==> src/rtl/mem_ctrl_if.sv <==
// Request/response and byte-bus signals between mem_ctrl, its requesters and external memory.
interface mem_ctrl_if #(
  parameter int unsigned ADDR_WIDTH = 32
) ();

  // byte-wide RAM/IO bus
  logic [7:0]            mem_din;
  logic [7:0]            mem_dout;
  logic [ADDR_WIDTH-1:0] mem_a;
  logic                  mem_wr;
  logic                  io_buffer_full;

  // instruction-fetch port
  logic                  if_req;
  logic [ADDR_WIDTH-1:0] if_addr;
  logic                  if_rdy;
  logic [31:0]           if_data;

  // load/store port
  logic                  ls_req;
  logic                  ls_we;
  logic [1:0]            ls_size;
  logic [ADDR_WIDTH-1:0] ls_addr;
  logic [31:0]           ls_wdata;
  logic                  ls_rdy;
  logic [31:0]           ls_rdata;

  modport slave (
    input  mem_din, io_buffer_full,
    input  if_req, if_addr,
    input  ls_req, ls_we, ls_size, ls_addr, ls_wdata,
    output mem_dout, mem_a, mem_wr,
    output if_rdy, if_data,
    output ls_rdy, ls_rdata
  );

  modport master (
    output mem_din, io_buffer_full,
    output if_req, if_addr,
    output ls_req, ls_we, ls_size, ls_addr, ls_wdata,
    input  mem_dout, mem_a, mem_wr,
    input  if_rdy, if_data,
    input  ls_rdy, ls_rdata
  );

endinterface

==> src/rtl/mem_ctrl.sv <==
// Memory request responder: serialises fetch and load/store requests onto a byte-wide bus.
module mem_ctrl #(
  parameter int unsigned ADDR_WIDTH = 32,
  parameter int unsigned IF_BYTES   = 4
) (
  input logic       clk_in,
  input logic       rst_in,
  input logic       rdy_in,
  mem_ctrl_if.slave bus
);

  typedef enum logic [1:0] {StIdle, StRead, StWrite, StDone} state_e;

  state_e                r_state;
  logic [ADDR_WIDTH-1:0] r_addr;
  logic [2:0]            r_n;        // bytes in this request
  logic [2:0]            r_cnt;      // read: bytes issued; write: index of byte on the bus
  logic [31:0]           r_wdata;
  logic                  r_is_ls;
  logic                  r_io;       // store into the UART range, subject to stall
  logic                  r_inflight; // mem_din holds byte r_cnt-1 this cycle
  logic [31:0]           r_data;
  logic [ADDR_WIDTH-1:0] r_mem_a;
  logic [7:0]            r_mem_dout;
  logic                  r_mem_wr;
  logic                  r_if_rdy;
  logic                  r_ls_rdy;
  logic [31:0]           r_if_data;
  logic [31:0]           r_ls_rdata;

  logic [2:0]            w_size_n;
  logic                  w_acc_stall;
  logic [1:0]            w_cap_idx;
  logic [31:0]           w_data_next;
  logic [2:0]            w_next_cnt;
  logic [ADDR_WIDTH-1:0] w_addr_next;
  logic                  w_wr_stall;
  logic [2:0]            w_wr_idx;
  logic [ADDR_WIDTH-1:0] w_wr_addr;
  logic [7:0]            w_wr_byte;

  // Decode load/store size into a byte count; size 3 behaves as a word.
  always_comb begin
    w_size_n = 3'd4;
    unique case (bus.ls_size)
      2'd0:    w_size_n = 3'd1;
      2'd1:    w_size_n = 3'd2;
      default: w_size_n = 3'd4;
    endcase
  end

  // Datapath helpers for byte issue, capture and store sequencing.
  always_comb begin
    w_acc_stall = (bus.ls_addr[17:16] == 2'b11) && bus.io_buffer_full;
    w_cap_idx   = 2'(r_cnt - 3'd1);
    w_data_next = r_data;
    w_data_next[8*w_cap_idx +: 8] = bus.mem_din;
    w_next_cnt  = r_cnt + 3'd1;
    w_addr_next = r_addr + ADDR_WIDTH'(w_next_cnt);
    w_wr_stall  = r_io && bus.io_buffer_full;
    w_wr_idx    = r_mem_wr ? w_next_cnt : r_cnt;
    w_wr_addr   = r_addr + ADDR_WIDTH'(w_wr_idx);
    w_wr_byte   = r_wdata[8*w_wr_idx[1:0] +: 8];
  end

  // Drive outputs; a paused cycle never writes.
  always_comb begin
    bus.mem_a    = r_mem_a;
    bus.mem_dout = r_mem_dout;
    bus.mem_wr   = r_mem_wr && rdy_in;
    bus.if_rdy   = r_if_rdy;
    bus.if_data  = r_if_data;
    bus.ls_rdy   = r_ls_rdy;
    bus.ls_rdata = r_ls_rdata;
  end

  // Request FSM with registered bus and response outputs.
  always_ff @(posedge clk_in or negedge rst_in) begin
    if (!rst_in) begin
      r_state    <= StIdle;
      r_addr     <= '0;
      r_n        <= '0;
      r_cnt      <= '0;
      r_wdata    <= '0;
      r_is_ls    <= 1'b0;
      r_io       <= 1'b0;
      r_inflight <= 1'b0;
      r_data     <= '0;
      r_mem_a    <= '0;
      r_mem_dout <= '0;
      r_mem_wr   <= 1'b0;
      r_if_rdy   <= 1'b0;
      r_ls_rdy   <= 1'b0;
      r_if_data  <= '0;
      r_ls_rdata <= '0;
    end else if (!rdy_in) begin
      // Paused: a byte read in flight is lost, so point the bus back at it for re-issue.
      if (r_state == StRead && r_inflight) begin
        r_inflight <= 1'b0;
        r_cnt      <= r_cnt - 3'd1;
        r_mem_a    <= r_addr + ADDR_WIDTH'(r_cnt - 3'd1);
      end
    end else begin
      unique case (r_state)
        StIdle: begin
          r_mem_a    <= '0;
          r_mem_dout <= '0;
          r_mem_wr   <= 1'b0;
          if (bus.ls_req || bus.if_req) begin
            r_addr     <= bus.ls_req ? bus.ls_addr : bus.if_addr;
            r_n        <= bus.ls_req ? w_size_n : 3'(IF_BYTES);
            r_is_ls    <= bus.ls_req;
            r_wdata    <= bus.ls_wdata;
            r_io       <= bus.ls_req && bus.ls_we && (bus.ls_addr[17:16] == 2'b11);
            r_cnt      <= '0;
            r_inflight <= 1'b0;
            r_data     <= '0;
            if (bus.ls_req && bus.ls_we) begin
              r_state    <= StWrite;
              r_mem_wr   <= !w_acc_stall;
              r_mem_a    <= w_acc_stall ? '0 : bus.ls_addr;
              r_mem_dout <= bus.ls_wdata[7:0];
            end else begin
              r_state <= StRead;
              r_mem_a <= bus.ls_req ? bus.ls_addr : bus.if_addr;
            end
          end
        end
        StRead: begin
          if (r_inflight) r_data <= w_data_next;
          if (r_inflight && r_cnt == r_n) begin
            r_state <= StDone;
            r_mem_a <= '0;
            if (r_is_ls) begin
              r_ls_rdy   <= 1'b1;
              r_ls_rdata <= w_data_next;
            end else begin
              r_if_rdy  <= 1'b1;
              r_if_data <= w_data_next;
            end
          end else if (r_cnt < r_n) begin
            r_inflight <= 1'b1;
            r_cnt      <= w_next_cnt;
            r_mem_a    <= (w_next_cnt == r_n) ? '0 : w_addr_next;
          end else begin
            r_inflight <= 1'b0;
          end
        end
        StWrite: begin
          if (r_mem_wr && r_cnt == r_n - 3'd1) begin
            r_state    <= StDone;
            r_mem_wr   <= 1'b0;
            r_mem_a    <= '0;
            r_mem_dout <= '0;
            r_ls_rdy   <= 1'b1;
          end else begin
            r_cnt      <= w_wr_idx;
            r_mem_wr   <= !w_wr_stall;
            r_mem_a    <= w_wr_stall ? '0 : w_wr_addr;
            r_mem_dout <= w_wr_byte;
          end
        end
        default: begin
          r_state  <= StIdle;
          r_if_rdy <= 1'b0;
          r_ls_rdy <= 1'b0;
          r_mem_wr <= 1'b0;
        end
      endcase
    end
  end

endmodule

==> src/flat_wrapper.sv <==
// flat-port wrapper written by rule: the top's interface ports become plain ports
module mem_ctrl_flat 
#(
  parameter int unsigned ADDR_WIDTH = 32,
  parameter int unsigned IF_BYTES   = 4
)
  (clk_in, rst_in, rdy_in, bus_mem_din, bus_io_buffer_full, bus_if_req, bus_if_addr, bus_ls_req, bus_ls_we, bus_ls_size, bus_ls_addr, bus_ls_wdata, bus_mem_dout, bus_mem_a, bus_mem_wr, bus_if_rdy, bus_if_data, bus_ls_rdy, bus_ls_rdata);
  mem_ctrl_if #(.ADDR_WIDTH(ADDR_WIDTH)) bus_i ();
  input logic clk_in;
  input logic rst_in;
  input logic rdy_in;
  input wire logic [$bits(bus_i.mem_din)-1:0] bus_mem_din;
  input wire logic [$bits(bus_i.io_buffer_full)-1:0] bus_io_buffer_full;
  input wire logic [$bits(bus_i.if_req)-1:0] bus_if_req;
  input wire logic [$bits(bus_i.if_addr)-1:0] bus_if_addr;
  input wire logic [$bits(bus_i.ls_req)-1:0] bus_ls_req;
  input wire logic [$bits(bus_i.ls_we)-1:0] bus_ls_we;
  input wire logic [$bits(bus_i.ls_size)-1:0] bus_ls_size;
  input wire logic [$bits(bus_i.ls_addr)-1:0] bus_ls_addr;
  input wire logic [$bits(bus_i.ls_wdata)-1:0] bus_ls_wdata;
  output wire logic [$bits(bus_i.mem_dout)-1:0] bus_mem_dout;
  output wire logic [$bits(bus_i.mem_a)-1:0] bus_mem_a;
  output wire logic [$bits(bus_i.mem_wr)-1:0] bus_mem_wr;
  output wire logic [$bits(bus_i.if_rdy)-1:0] bus_if_rdy;
  output wire logic [$bits(bus_i.if_data)-1:0] bus_if_data;
  output wire logic [$bits(bus_i.ls_rdy)-1:0] bus_ls_rdy;
  output wire logic [$bits(bus_i.ls_rdata)-1:0] bus_ls_rdata;
  assign bus_i.mem_din = bus_mem_din;
  assign bus_i.io_buffer_full = bus_io_buffer_full;
  assign bus_i.if_req = bus_if_req;
  assign bus_i.if_addr = bus_if_addr;
  assign bus_i.ls_req = bus_ls_req;
  assign bus_i.ls_we = bus_ls_we;
  assign bus_i.ls_size = bus_ls_size;
  assign bus_i.ls_addr = bus_ls_addr;
  assign bus_i.ls_wdata = bus_ls_wdata;
  assign bus_mem_dout = bus_i.mem_dout;
  assign bus_mem_a = bus_i.mem_a;
  assign bus_mem_wr = bus_i.mem_wr;
  assign bus_if_rdy = bus_i.if_rdy;
  assign bus_if_data = bus_i.if_data;
  assign bus_ls_rdy = bus_i.ls_rdy;
  assign bus_ls_rdata = bus_i.ls_rdata;
  mem_ctrl #(.ADDR_WIDTH(ADDR_WIDTH), .IF_BYTES(IF_BYTES)) u_core (.clk_in(clk_in), .rst_in(rst_in), .rdy_in(rdy_in), .bus(bus_i));
endmodule
==> config.mk <==
export PLATFORM = sky130hd
export DESIGN_NAME = mem_ctrl_flat
export DESIGN_NICKNAME = d
export VERILOG_FILES = /design/src/rtl/mem_ctrl_if.sv /design/src/rtl/mem_ctrl.sv /design/src/flat_wrapper.sv
export SDC_FILE = /design/constraint.sdc
export NUM_CORES = 1
export LEC_CHECK = 0
export BUFFER_PORTS_ARGS = -buffer_cell sky130_fd_sc_hd__buf_2
export CAP_MARGIN = 20
export CORE_MARGIN = 3
export CORE_UTILIZATION = 45
export CTS_CLUSTER_DIAMETER = 120
export DETAILED_ROUTE_END_ITERATION = 16
export PLACE_DENSITY = 0.62
export SLEW_MARGIN = 20
export SYNTH_ARGS = -nofsm -noshare
export SYNTH_HDL_FRONTEND = slang
export SYNTH_SLANG_ARGS = --single-unit
==> constraint.sdc <==
create_clock -name clk_in -period 7.1 [get_ports clk_in]
set_input_delay 1.775 -clock clk_in [delete_from_list [all_inputs] [get_ports clk_in]]
set_output_delay 1.775 -clock clk_in [all_outputs]
set_load 0.02 [all_outputs]
==> run metrics <==
clock share of power=18.0%; max-slew violations=0; final hold vios=0; sw frac=46.2%; die span in y=177 um; RSZ-0062 raised after global routing=no; clock-pin slew on the worst setup and hold paths=0.06 ns; CP Capture Type=primary output; Synth area leaders=dfrtp_1 (41%), a21oi_1 (8.0%), o21ai_0 (5.1%), ha_1 (4.9%), nand2_1 (4.0%); Pint=3.93 mW; post-layout util=54.3%; hold crit path type=flop to flop; final wirelength=40.5 mm; synthesized cell area=13100 sq um; postcts setup bufs=0; first-pass GRT wire length=63.4 mm; Reg-to-Reg End=u_core.bus.mem_a[30]; area grow syn2layout=16.8%; Syn Nets=1641; Die ar.=31200 sq um; core footprint=28200 sq um; Starting Density=46.5%; status=completed; GPL Wtd Cong=0.895; path depth of the worst reg2reg path=12; CP cell instances=buf_2 > and2_1 > buf_2; Final Critical Period=4.43 ns; antenna diode count=0; Seq pwr share=27.4%; worst setup path end=bus_mem_wr; remaining global-route overflow=0; Slowest-stage cell, CP=buf_2; DRC violations left=0; Synth top area share=40.8%; Worst path max stage delay=0.49 ns; CP most frequent cell=buf_2; CTS tree=built; Post-DP Area=14500 sq um; CP Launch Type=primary input; asr flop ratio synth=100%; Port Buffer Count=219; Initial DRT Pass Iterations=7; CP startpoint=rdy_in; Antenna Nets Post-Route=0; worst skew pair latency=0.55 ns; Clock Skew=0.0215 ns; post-DR wirelength/cell=19.8 um; Power Density=476 nW/um^2; number of synthesized flops with an enable pin=0; ys flop type=dfrtp_1; final setup violation count=0; Req. time, crit path=5.33 ns; critical path arrival=2.65 ns; worst r2r src=u_core.r_cnt[0]; GRT Util Overall=25.2%; layout cells sized above 1=20.6%; pre-CTS setup slack=2.41 ns; slack of the critical path=2.67 ns; CTS H-tree lvls=1; VDD IR max=0.238 mV; post-route cell area=15300 sq um; post-DP HPWL=29.0 mm; fin nets=1810; P_sw=3.37 mW; yosys warns=0; Synth Register Bits=214; vias in the first global route=11500; via count=12100; root buffer cell=clkbuf_16; # IOs=220; antenna violations before repair=0; post-synth cell types=89; setup_tns=0 ns; Setup CP Type=primary input to primary output; cells after synthesis=1474; Seq/Total Area, Yosys=40.8%; Tcrit/Tclk final=62.4%; Max FO, Critical Path=27; # rows=61; Avg Vias per Cell=5.93; Chip Width=177 um; Max Root-Sink Buffers=3; FF-to-FF setup slack=2.69 ns; static leakage=6.93 nW; clk sinks=214; maximum clock frequency=226 MHz; Syn Area/Cell=8.90 sq um; max_cap viols=0; combinational share of power=54.5%; CTS Hold Bufs=0; post-CTS resize count=0; CTS Buf Count=26; pin count of the biggest net entering global routing=133; Slew HR=25.6%; initial DRC count=805; worst slew pin tran=1.11 ns; leading area contributor after synthesis=dfrtp_1
[flip-flops by register name, indices dropped and copies added, names as in the netlist, 2 cells and up]
signal	count
u_core.bus.if_data	32
u_core.bus.ls_rdata	32
u_core.bus.mem_a	32
u_core.bus.mem_dout	8
u_core.r_addr	32
u_core.r_cnt	3
u_core.r_data	32
u_core.r_n	3
u_core.r_state	2
u_core.r_wdata	32
[synth_stat cells, types with 6 or more instances]
library cell and n:
o21ai_0 134, o21ai_1 11, or3_1 6, a22o_1 34, nor4_1 10, nand2_1 141, a211oi_1 12, o31ai_1 11
and2_1 7, nor2_1 111, a21oi_1 209, xnor2_1 17, o22a_1 7, clkbuf_1 63, dfrtp_1 214, buf_2 13
a31oi_1 16, nor3_1 21, a21o_1 15, nand4_1 26, buf_1 9, inv_1 31, mux2_2 34, o221ai_1 6
o21a_1 6, xor2_1 12, o22ai_1 23, mux2i_1 6, ha_1 51, a22oi_1 14, nor2b_1 72, o32a_1 6
nand3_1 24
[worst min path at each step]
stage / cells past startpoint / slack, ns / startpoint / endpoint
after floorplan: 2 / 0.45 / u_core.r_io / u_core.r_io
after global placement: 2 / 0.46 / u_core.bus.ls_rdata[29] / u_core.bus.ls_rdata[29]
after detailed placement: 2 / 0.47 / u_core.bus.ls_rdata[26] / u_core.bus.ls_rdata[26]
after CTS: 2 / 0.48 / u_core.bus.ls_rdata[26] / u_core.bus.ls_rdata[26]
after global routing: 2 / 0.50 / u_core.bus.mem_dout[1] / u_core.bus.mem_dout[1]
final: 2 / 0.47 / u_core.bus.ls_rdata[0] / u_core.bus.ls_rdata[0]
[worst max-delay path: cells and delay by family]
kind	cells	cell delay, ns
AND/OR/NAND/NOR	1	0.20
buffers and inverters	2	0.66
[layer usage]
metal,up-vias,wire length (um),track usage (%)
met5,-,0,0
met4,0,1000,6.09
met3,74,2600,3.09
met2,451,18100,39.5
met1,5816,18700,37.5
li1,5756,-,-
[placed cells by master (no fill, tap or decap), types with 8 or more instances in the layout]
master     Yosys  layout
buf_4          1      12
o31ai_1       11      11
nor2_1       111     111
a31oi_1       16      16
nand3_1       24      24
nor4_1        10       8
mux2_2        34      34
buf_2         13     218
o21ai_0      134     134
nor2b_1       72      72
a21o_1        15      15
o22ai_1       23      23
a211oi_1      12      12
xor2_1        12      12
clkbuf_16      0      26
xnor2_1       17      17
inv_1         31      31
o21ai_1       11       9
a22oi_1       14      14
nor3_1        21      19
a21oi_1      209     209
nand2_1      141     141
nand4_1       26      26
ha_1          51      51
a22o_1        34      34
dfrtp_1      214     214
[power by group through the flow]
stage	clock, mW	sequential, mW	combinational (mW)
6_report	1.32	2.00	3.98
4_1_cts	1.34	2.00	3.93
2_1_floorplan	0	2.04	2.81
3_3_place_gp	0	2.01	3.87
5_1_grt	1.40	2.06	4.36
3_5_place_dp	0	2.01	3.91
[metrics by stage]
stage	hold slack (ns)	power (mW)	cells
finish	0.472	7.30	2041
global placement	0.455	5.88	1992
global route	0.499	7.81	2041
detailed placement	0.465	5.92	1992
floorplan	0.450	4.85	1474
CTS	0.478	7.27	2040
[cell type report]
cell class | instances | area (sq um)
clock buffer | 38 | 766
clock inverter | 10 | 92.6
fill | 2723 | 12900
inverter | 31 | 116
multi-input combinational | 1137 | 7300
sequential | 214 | 5360
tap | 378 | 473
timing repair buffer | 233 | 1230
[kinds of logic after synthesis]
kind of cell | count (synthesis) | synth area share (%)
DFF | 214 | 40.8
muxes | 48 | 4.84
AOI/OAI and AO/OA | 551 | 25.9
and+or+nand+nor | 453 | 16.9
xor gates and xnor gates | 31 | 2.30
buffers and inverters | 123 | 3.92
adders and majority gates | 54 | 5.32
(Power assumes the default switching activity.)
